<file path="src/rtl/regfile_context_streamer_if.sv">
// Save (master) and restore (slave) ready/valid streams of the register-file context streamer.
interface regfile_context_streamer_if #(
  parameter int unsigned size = 32
) ();
  logic            m_valid;
  logic            m_ready;
  logic [size-1:0] m_data;
  logic            m_last;
  logic            s_valid;
  logic            s_ready;
  logic [size-1:0] s_data;
  logic            s_last;

  modport master (
    output m_valid, m_data, m_last, s_ready,
    input  m_ready, s_valid, s_data, s_last
  );

  modport slave (
    input  m_valid, m_data, m_last, s_ready,
    output m_ready, s_valid, s_data, s_last
  );
endinterface

</file>
<file path="src/rtl/regfile_context_streamer.sv">
// Spills a CGRA register file out on a save stream, or reloads it from a restore stream.
// Save path: 1-cycle-latency reads feed a 3-entry skid FIFO gated by registered credit.
module regfile_context_streamer #(
  parameter int unsigned log2regs = 3,
  parameter int unsigned size     = 32
) (
  input  logic                CGRA_Clock,
  input  logic                CGRA_Reset,
  input  logic                save_start,
  input  logic                restore_start,
  output logic                busy,
  output logic                done,
  output logic                error,
  output logic [log2regs-1:0] rf_address_out,
  input  logic [size-1:0]     rf_data_in,
  output logic                rf_WE,
  output logic [log2regs-1:0] rf_address_in,
  output logic [size-1:0]     rf_data_out,
  regfile_context_streamer_if.master strm
);

  typedef enum logic [1:0] {
    IDLE,
    SAVE,
    RESTORE
  } state_t;

  localparam logic [log2regs:0] LAST_IDX = {1'b0, {log2regs{1'b1}}};
  localparam logic [log2regs:0] IDX_ONE  = {{log2regs{1'b0}}, 1'b1};

  state_t              state_q, state_d;
  logic                start_acc, issue, push, pop, beat, finish;
  logic [log2regs:0]   rd_idx_q, wr_idx_q;
  logic [log2regs-1:0] rd_addr_q;
  logic                rd_pend_q, rd_last_q;
  logic [size:0]       fifo_mem [3];
  logic [1:0]          head_q, tail_q, cnt_q;
  logic [2:0]          credit;
  logic                head_last, last_hit;
  logic                done_q, error_q, we_q;
  logic [log2regs-1:0] wr_addr_q;
  logic [size-1:0]     wr_data_q;

  function automatic logic [1:0] ptr_inc(input logic [1:0] p);
    return (p == 2'd2) ? 2'd0 : p + 2'd1;
  endfunction

  // Credit counts words stored plus the read in flight, all registered,
  // so issue never depends on m_ready in the same cycle.
  assign credit    = {1'b0, cnt_q} + {2'b00, rd_pend_q};
  assign head_last = fifo_mem[head_q][size];
  assign last_hit  = (wr_idx_q == LAST_IDX);

  always_ff @(posedge CGRA_Clock) begin
    if (CGRA_Reset) state_q <= IDLE;
    else            state_q <= state_d;
  end

  always_comb begin
    state_d   = state_q;
    start_acc = 1'b0;
    issue     = 1'b0;
    push      = 1'b0;
    pop       = 1'b0;
    beat      = 1'b0;
    finish    = 1'b0;
    case (state_q)
      IDLE: begin
        if (save_start) begin
          state_d   = SAVE;
          start_acc = 1'b1;
        end else if (restore_start) begin
          state_d   = RESTORE;
          start_acc = 1'b1;
        end
      end
      SAVE: begin
        issue = !rd_idx_q[log2regs] && (credit < 3'd3);
        push  = rd_pend_q;
        pop   = (cnt_q != 2'd0) && strm.m_ready;
        if (pop && head_last) begin
          state_d = IDLE;
          finish  = 1'b1;
        end
      end
      RESTORE: begin
        beat = strm.s_valid;
        if (beat && last_hit) begin
          state_d = IDLE;
          finish  = 1'b1;
        end
      end
      default: state_d = IDLE;
    endcase
  end

  always_ff @(posedge CGRA_Clock) begin
    if (CGRA_Reset) begin
      done_q    <= 1'b0;
      error_q   <= 1'b0;
      we_q      <= 1'b0;
      wr_addr_q <= '0;
      wr_data_q <= '0;
      rd_idx_q  <= '0;
      wr_idx_q  <= '0;
      rd_addr_q <= '0;
      rd_pend_q <= 1'b0;
      rd_last_q <= 1'b0;
      head_q    <= '0;
      tail_q    <= '0;
      cnt_q     <= '0;
      for (int unsigned i = 0; i < 3; i++) fifo_mem[i] <= '0;
    end else begin
      done_q <= finish;
      we_q   <= beat;
      if (start_acc) begin
        error_q   <= 1'b0;
        rd_idx_q  <= '0;
        wr_idx_q  <= '0;
        rd_pend_q <= 1'b0;
        rd_last_q <= 1'b0;
        head_q    <= '0;
        tail_q    <= '0;
        cnt_q     <= '0;
      end else begin
        rd_pend_q <= issue;
        if (issue) begin
          rd_idx_q  <= rd_idx_q + IDX_ONE;
          rd_addr_q <= rd_idx_q[log2regs-1:0];
          rd_last_q <= (rd_idx_q == LAST_IDX);
        end
        if (push) begin
          fifo_mem[tail_q] <= {rd_last_q, rf_data_in};
          tail_q           <= ptr_inc(tail_q);
        end
        if (pop) head_q <= ptr_inc(head_q);
        case ({push, pop})
          2'b10:   cnt_q <= cnt_q + 2'd1;
          2'b01:   cnt_q <= cnt_q - 2'd1;
          default: cnt_q <= cnt_q;
        endcase
        // The word is written even when its framing is wrong; only the flag records it.
        if (beat) begin
          wr_idx_q  <= wr_idx_q + IDX_ONE;
          wr_addr_q <= wr_idx_q[log2regs-1:0];
          wr_data_q <= strm.s_data;
          if (strm.s_last != last_hit) error_q <= 1'b1;
        end
      end
    end
  end

  assign busy           = (state_q != IDLE);
  assign done           = done_q;
  assign error          = error_q;
  assign rf_address_out = issue ? rd_idx_q[log2regs-1:0] : rd_addr_q;
  assign rf_WE          = we_q;
  assign rf_address_in  = wr_addr_q;
  assign rf_data_out    = wr_data_q;
  assign strm.m_valid   = (cnt_q != 2'd0);
  assign strm.m_data    = fifo_mem[head_q][size-1:0];
  assign strm.m_last    = head_last;
  assign strm.s_ready   = (state_q == RESTORE);

endmodule

</file>
<file path="src/flat_wrapper.sv">
// flat-port wrapper written by rule: the top's interface ports become plain ports
module regfile_context_streamer_flat 
#(
  parameter int unsigned log2regs = 3,
  parameter int unsigned size     = 32
)
  (CGRA_Clock, CGRA_Reset, save_start, restore_start, busy, done, error, rf_address_out, rf_data_in, rf_WE, rf_address_in, rf_data_out, strm_m_valid, strm_m_data, strm_m_last, strm_s_ready, strm_m_ready, strm_s_valid, strm_s_data, strm_s_last);
  regfile_context_streamer_if #(.size(size)) strm_i ();
  input  logic CGRA_Clock;
  input  logic CGRA_Reset;
  input  logic save_start;
  input  logic restore_start;
  output logic busy;
  output logic done;
  output logic error;
  output logic [log2regs-1:0] rf_address_out;
  input  logic [size-1:0] rf_data_in;
  output logic rf_WE;
  output logic [log2regs-1:0] rf_address_in;
  output logic [size-1:0] rf_data_out;
  output wire logic [$bits(strm_i.m_valid)-1:0] strm_m_valid;
  output wire logic [$bits(strm_i.m_data)-1:0] strm_m_data;
  output wire logic [$bits(strm_i.m_last)-1:0] strm_m_last;
  output wire logic [$bits(strm_i.s_ready)-1:0] strm_s_ready;
  input wire logic [$bits(strm_i.m_ready)-1:0] strm_m_ready;
  input wire logic [$bits(strm_i.s_valid)-1:0] strm_s_valid;
  input wire logic [$bits(strm_i.s_data)-1:0] strm_s_data;
  input wire logic [$bits(strm_i.s_last)-1:0] strm_s_last;
  assign strm_m_valid = strm_i.m_valid;
  assign strm_m_data = strm_i.m_data;
  assign strm_m_last = strm_i.m_last;
  assign strm_s_ready = strm_i.s_ready;
  assign strm_i.m_ready = strm_m_ready;
  assign strm_i.s_valid = strm_s_valid;
  assign strm_i.s_data = strm_s_data;
  assign strm_i.s_last = strm_s_last;
  regfile_context_streamer #(.log2regs(log2regs), .size(size)) u_core (.CGRA_Clock(CGRA_Clock), .CGRA_Reset(CGRA_Reset), .save_start(save_start), .restore_start(restore_start), .busy(busy), .done(done), .error(error), .rf_address_out(rf_address_out), .rf_data_in(rf_data_in), .rf_WE(rf_WE), .rf_address_in(rf_address_in), .rf_data_out(rf_data_out), .strm(strm_i));
endmodule
</file>
<file path="config.mk">
export PLATFORM = sky130hd
export DESIGN_NAME = regfile_context_streamer_flat
export DESIGN_NICKNAME = d
export VERILOG_FILES = /design/src/rtl/regfile_context_streamer_if.sv /design/src/rtl/regfile_context_streamer.sv /design/src/flat_wrapper.sv
export SDC_FILE = /design/constraint.sdc
export NUM_CORES = 1
export LEC_CHECK = 0
export ABC_AREA = 0
export BUFFER_PORTS_ARGS = -buffer_cell sky130_fd_sc_hd__buf_2
export CAP_MARGIN = 25
export CELL_PAD_IN_SITES_DETAIL_PLACEMENT = 1
export CELL_PAD_IN_SITES_GLOBAL_PLACEMENT = 1
export CORE_UTILIZATION = 40
export DETAILED_ROUTE_END_ITERATION = 10
export MAX_ROUTING_LAYER = met4
export PLACE_DENSITY = 0.74
export REMOVE_ABC_BUFFERS = 1
export SLEW_MARGIN = 20
export SYNTH_ARGS = -nofsm -noshare
export SYNTH_HDL_FRONTEND = slang
export SYNTH_SLANG_ARGS = --single-unit
</file>
<file path="constraint.sdc">
create_clock -name CGRA_Clock -period 4.1 [get_ports CGRA_Clock]
set_clock_uncertainty 0.15 [all_clocks]
set_input_delay 0.205 -clock CGRA_Clock [delete_from_list [all_inputs] [get_ports CGRA_Clock]]
set_output_delay 0.205 -clock CGRA_Clock [all_outputs]
set_load 0.05 [all_outputs]
</file>
**Word level (Yosys, flattened, before mapping)**

Memories as Yosys holds them, arrays and structs flattened. A register that Yosys moved wholly into a read port is not among the register bits.
Cells that the tools add are included.

- Bits in registers: 59
- Memory bits (writable): 99
- Input bits: 71
- Output and inout bits: 77
- Word-level logic and storage cells: 80
- Memories: 1

Memory list:

| name | depth | width | rd ports | clocked after Yosys merged registers in | write ports | line | text |
|---|---|---|---|---|---|---|---|
| u_core.fifo_mem | 3 | 33 | 1 | 1 | 3 | regfile_context_streamer.sv:36 | `logic [size:0] fifo_mem [3];` |

- Add/sub/neg operators: 7
- Magnitude comparators: 1
- Equal/unequal tests: 12
- Multiplexer cells: 30
- Bitwise gates (word level): 1
- Reduce and logical (&&, ||, !) cells: 14

Operators by type and width:

| cell | count |
|---|---|
| 33-bit two-way mux | 1 |
| 33-bit OR reduction | 1 |
| 2-bit two-way mux | 9 |
| 1-bit two-way mux | 16 |
| 4-bit by 1-bit adder with 4-bit output (second input constant) | 2 |
| 2-bit equality test (second input constant) | 4 |
| 4-bit by 3-bit equality test with 1-bit output (second input constant) | 2 |
| 2-bit by 1-bit adder with 2-bit output (second input constant) | 3 |
| 2-bit one-hot mux with 3 select lines | 1 |
| 2-bit nonzero test | 3 |
| 2-bit by 1-bit equality test with 1-bit output (second input constant) | 2 |
| 1-bit logical AND | 4 |
| 2-bit by 1-bit != test with 1-bit output (second input constant) | 2 |
| 2-bit one-hot mux with 2 select lines | 1 |
| 2-bit AND reduction | 2 |
| 2-bit by 1-bit adder with 3-bit output | 1 |
| 3-bit by 2-bit less-than comparator with 1-bit output (second input constant) | 1 |
| 3-bit two-way mux | 1 |
| 3-bit != test (second input constant) | 1 |
| 3-bit AND reduction | 1 |
| 2-bit zero test | 1 |
| 1-bit one-hot mux with 2 select lines | 1 |
| 2-bit OR reduction | 1 |
| 2-bit by 1-bit subtractor with 2-bit output (second input constant) | 1 |
| other kinds (3) | 3 |

**Longest topological paths before layout**

- Word-level depth: 8
- Depth in mapped cells: 9
- Depth with buffers taken out: 8

**Worst setup path before layout**

Ideal clock, no wire load.

- Path kind: reg-to-reg
- Start: register u_core.state_q[0]
- End: memory u_core.fifo_mem[3][0] in the netlist's numbering, enable pin
- Setup time: 0.464 ns
- Arrival time: 3.306 ns
- Required time: 3.486 ns
- Slack: 0.180 ns
- Cell stages (with the launch flop): 7
- Path buffers: 1
- Clock period less this slack: 3.920 ns
- Cells stage by stage: dfxtp_1 -> inv_1 -> ha_1 -> o21ai_4 -> nand2b_4 -> buf_6 -> nor3_1

RTL lines:

| item | line | text |
|---|---|---|
| from (decl) | regfile_context_streamer.sv:31 | `state_t state_q, state_d;` |
| from (signal assigned) | regfile_context_streamer.sv:56 | `else state_q <= state_d;` |
| to (decl) | regfile_context_streamer.sv:36 |  |

==> results.py <==
metrics = {
    "placed_design": {
        "portBuffers": 147,
        "dp_hpwl_mm": 12.0,
        "gp_congestion": 0.771,
    },
    "timing": {
        "hold_viol_final": 0,
        "fin_tns_setup_ns": 0,
        "finalCritPeriodShare_pct": 73.6,
        "max_slew_margin_pct": 36.8,
        "min_period_ns": 3.02,
        "tightest_slew_ns": 0.947,
        "finalMaxSlewViolations": 0,
        "rsz0062_at_grt": "no",
        "setup_viol": 0,
        "holdWs_ns": 0.0552,
        "fmax_mhz": 331,
    },
    "global_routing": {
        "use_met1_pct": 24.6,
        "grt_max_degree": 48,
        "grtUsageMet2_pct": 36.5,
        "grt_usage_pct": 21.2,
        "grtUsageMet3_pct": 5.75,
        "grt_antenna_before_repair": 0,
        "top_usage_layer": "met2",
        "grt_first_pass_wirelength_mm": 31.0,
        "grt_pass1_vias": 5808,
        "gr-total-overflow": 0,
    },
    "synthesis": {
        "seq_area_frac_synth_pct": 66.0,
        "synthesis.instances": 576,
        "synth.distinct_cells": 38,
        "synth-seq-cells": 193,
        "yosys.area.top_type": "edfxtp_1",
        "async_flop_share_pct": 0,
        "synthDominantCellAreaShare_pct": 50.5,
        "yosysWarnings": 0,
        "synth_ff_type": "edfxtp_1",
        "ys_top_cells_by_area": "edfxtp_1, dfxtp_1, mux4_2, and2_1, nand2_1",
        "synth_edf_count": 132,
        "syn-cell-area_sq_um": 7850,
        "avgSynthCellArea_sq_um": 13.6,
    },
    "clock_network": {
        "cts_hold_buf": 67,
        "cts_tree": "yes",
        "numCtsBuffers": 17,
        "clk_root_buffer_cell": "clkbuf_16",
        "htree_levels": 4,
        "clk_path_buf_depth": 2,
        "clk_pin_slew_ns": 0.07,
        "post-cts-setup-buffers": 0,
        "cts_sinks": 193,
        "post_cts_resize_count": 0,
        "clock_latency_ns": 0.43,
    },
    "die": {
        "die_h_um": 142,
        "die_w_um": 142,
        "die_area_sq_um": 20200,
        "io_pins": 148,
        "rows": 50,
        "core-area_sq_um": 19000,
        "start_util_pct": 41.4,
    },
    "worst_setup_path": {
        "crit_arrival_ns": 2.92,
        "reg2reg_depth": 7,
        "r2r-start": "u_core.state_q[1]$_SDFFE_PP0P_",
        "cp-start-kind": "register",
        "r2r_setup_slack_ns": 1.08,
        "crit_type": "register to register",
        "cp-end-kind": "register",
        "cp_max_fo": 34,
        "reg2reg_to": "u_core.fifo_mem[0][8]$_SDFFCE_PN0P_",
        "worstPathRequired_ns": 4.00,
    },
    "hold_path": {
        "worstHoldStart": "restore_start",
        "hold_path_end": "u_core.rd_addr_q[1]$_SDFFE_PP0N_",
        "holdPathStages": 4,
        "min_path_type": "primary input to register",
    },
    "routing": {
        "drcViolationCount": 0,
        "drt-vias-per-instance": 4.97,
        "vias": 5245,
        "first_pass_iters": 4,
        "avgRoutedWirePerCell_um": 18.5,
        "ant_nets": 0,
        "drtIter0Drc": 191,
        "wl_mm": 19.6,
    },
    "power": {
        "p_leak_nw": 3.92,
        "p_per_area_nw_per_um2": 430,
        "max-vdd-ir-drop_v": 0.000277,
        "total_power_mw": 4.37,
    },
    "cells_and_area": {
        "drive_gt1_share_pct": 29.0,
        "finalNetCount": 862,
        "areaGrowthSynthToFinish_pct": 29.3,
        "diodes": 0,
        "fill_cells": 1936,
    },
    "outcome": {
        "outcome": "completed",
    },
    "job": {
        "drv_cap": 0,
    },
}
state kept, by name (all words and copies together) (netlist names), named ones only:
| signal | cells |
|---|---|
| u_core.state_q | 2 |
| u_core.rd_idx_q | 4 |
| u_core.rf_data_out | 32 |
| u_core.done | 1 |
| u_core.error | 1 |
| u_core.cnt_q | 2 |
| u_core.rf_address_in | 3 |
| u_core.rd_addr_q | 3 |
| u_core.wr_idx_q | 4 |
| u_core.rf_WE | 1 |
| u_core.rd_last_q | 1 |
| u_core.tail_q | 2 |
| u_core.rd_pend_q | 1 |
| u_core.fifo_mem | 132 |
| u_core.head_q | 2 |
worst max-delay path by stage:
stage | startpoint | to | cells past startpoint
6_report | u_core.state_q[1]$_SDFFE_PP0P_ | u_core.fifo_mem[0][8]$_SDFFCE_PN0P_ | 7
5_1_grt | u_core.state_q[0]$_SDFFE_PP0P_ | u_core.fifo_mem[0][27]$_SDFFCE_PN0P_ | 7
4_1_cts | u_core.state_q[1]$_SDFFE_PP0P_ | u_core.fifo_mem[0][27]$_SDFFCE_PN0P_ | 7
3_5_place_dp | u_core.state_q[1]$_SDFFE_PP0P_ | u_core.fifo_mem[0][8]$_SDFFCE_PN0P_ | 7
3_3_place_gp | u_core.state_q[0]$_SDFFE_PP0P_ | u_core.fifo_mem[2][23]$_SDFFCE_PN0P_ | 7
2_1_floorplan | u_core.state_q[0]$_SDFFE_PP0P_ | u_core.fifo_mem[3][0]$_DFFE_PP_ | 5
logic make-up (layout without fill, tap and decap cells):
| logic type | after synthesis | in the layout | share of synthesized area [%] |
|---|---|---|---|
| AOI/OAI and AO/OA | 58 | 58 | 4.25 |
| xor gates and xnor gates | 8 | 8 | 0.892 |
| adders and majority gates | 8 | 8 | 1.27 |
| buffers and inverters | 38 | 258 | 2.12 |
| DFF | 193 | 193 | 66.0 |
| muxes | 33 | 33 | 9.46 |
| and+or+nand+nor | 238 | 238 | 16.0 |
cells in the mapped netlist, types with 2 or more instances:
library cell  count
dfxtp_1          61
nor2_1           20
a21oi_1          46
nand3_1           3
mux4_2           33
clkbuf_1         21
edfxtp_1        132
xnor2_1           4
a311oi_1          3
or4_1             2
nand4_1           2
inv_1             5
and2_1          101
buf_2             7
nand2_1          93
or3_1             2
xor2_1            4
or2_2             4
nor4_4            2
ha_1              8
clkbuf_2          3
o21ai_0           2
nor3_1            3
per-stage QoR:
stage / util, % / cells / instance area, sq um / worst slack (ns)
2_1_floorplan: - / 543 / 7700 / 0.184
3_3_place_gp: 46.5 / 956 / 8820 / 1.21
3_5_place_dp: 46.6 / 957 / 8830 / 1.06
4_1_cts: 53.6 / 1056 / 10200 / 1.04
5_1_grt: 53.6 / 1056 / 10200 / 0.859
6_report: 53.6 / 1056 / 10200 / 1.08
placed cells by master (no fill, tap or decap), drive strengths merged, types with 2 or more instances in the layout:
cell type | netlist | final
buf | 9 | 154
edfxtp | 132 | 132
and2 | 101 | 101
nand2 | 93 | 93
dlygate4sd3 | 0 | 67
dfxtp | 61 | 61
a21oi | 46 | 46
mux4 | 33 | 33
clkbuf | 24 | 24
nor2 | 20 | 20
inv | 5 | 9
ha | 8 | 8
or2 | 4 | 4
xnor2 | 4 | 4
xor2 | 4 | 4
nor3 | 4 | 4
nand3 | 3 | 3
a311oi | 3 | 3
o21ai | 3 | 3
clkinv | 0 | 3
nor4 | 2 | 2
or4 | 2 | 2
or3 | 2 | 2
nand4 | 2 | 2
routing by layer:
metal	up-vias	routed length, um
met5	-	0
met4	0	163
met3	12	1010
met2	154	9980
met1	2617	8410
li1	2462	-
report_power, final:
part / internal (mW) / switching, mW
registers: 2.13 / 0.0250
clock network: 1.04 / 0.727
logic: 0.149 / 0.294
critical path, cell delays in order, from the launching register on:
cell	delay, ns
dfxtp_1	0.37
inv_1	0.08
ha_1	0.25
o21ai_4	0.15
nand2b_4	0.24
nor4_4	0.20
buf_4	0.37
or2_2	0.81
final cells by class:
cell class,count,area [sq um],share of cell area (%)
flip-flops and latches,193,5190,51.1
multi-input cells,345,2510,24.7
repair buffers,221,1470,14.4
clock buffers,24,568,5.60
well taps,260,325,3.20
clock inverters,8,78.8,0.777
inverters,5,18.8,0.185
Power figures use the tool's default switching activity.
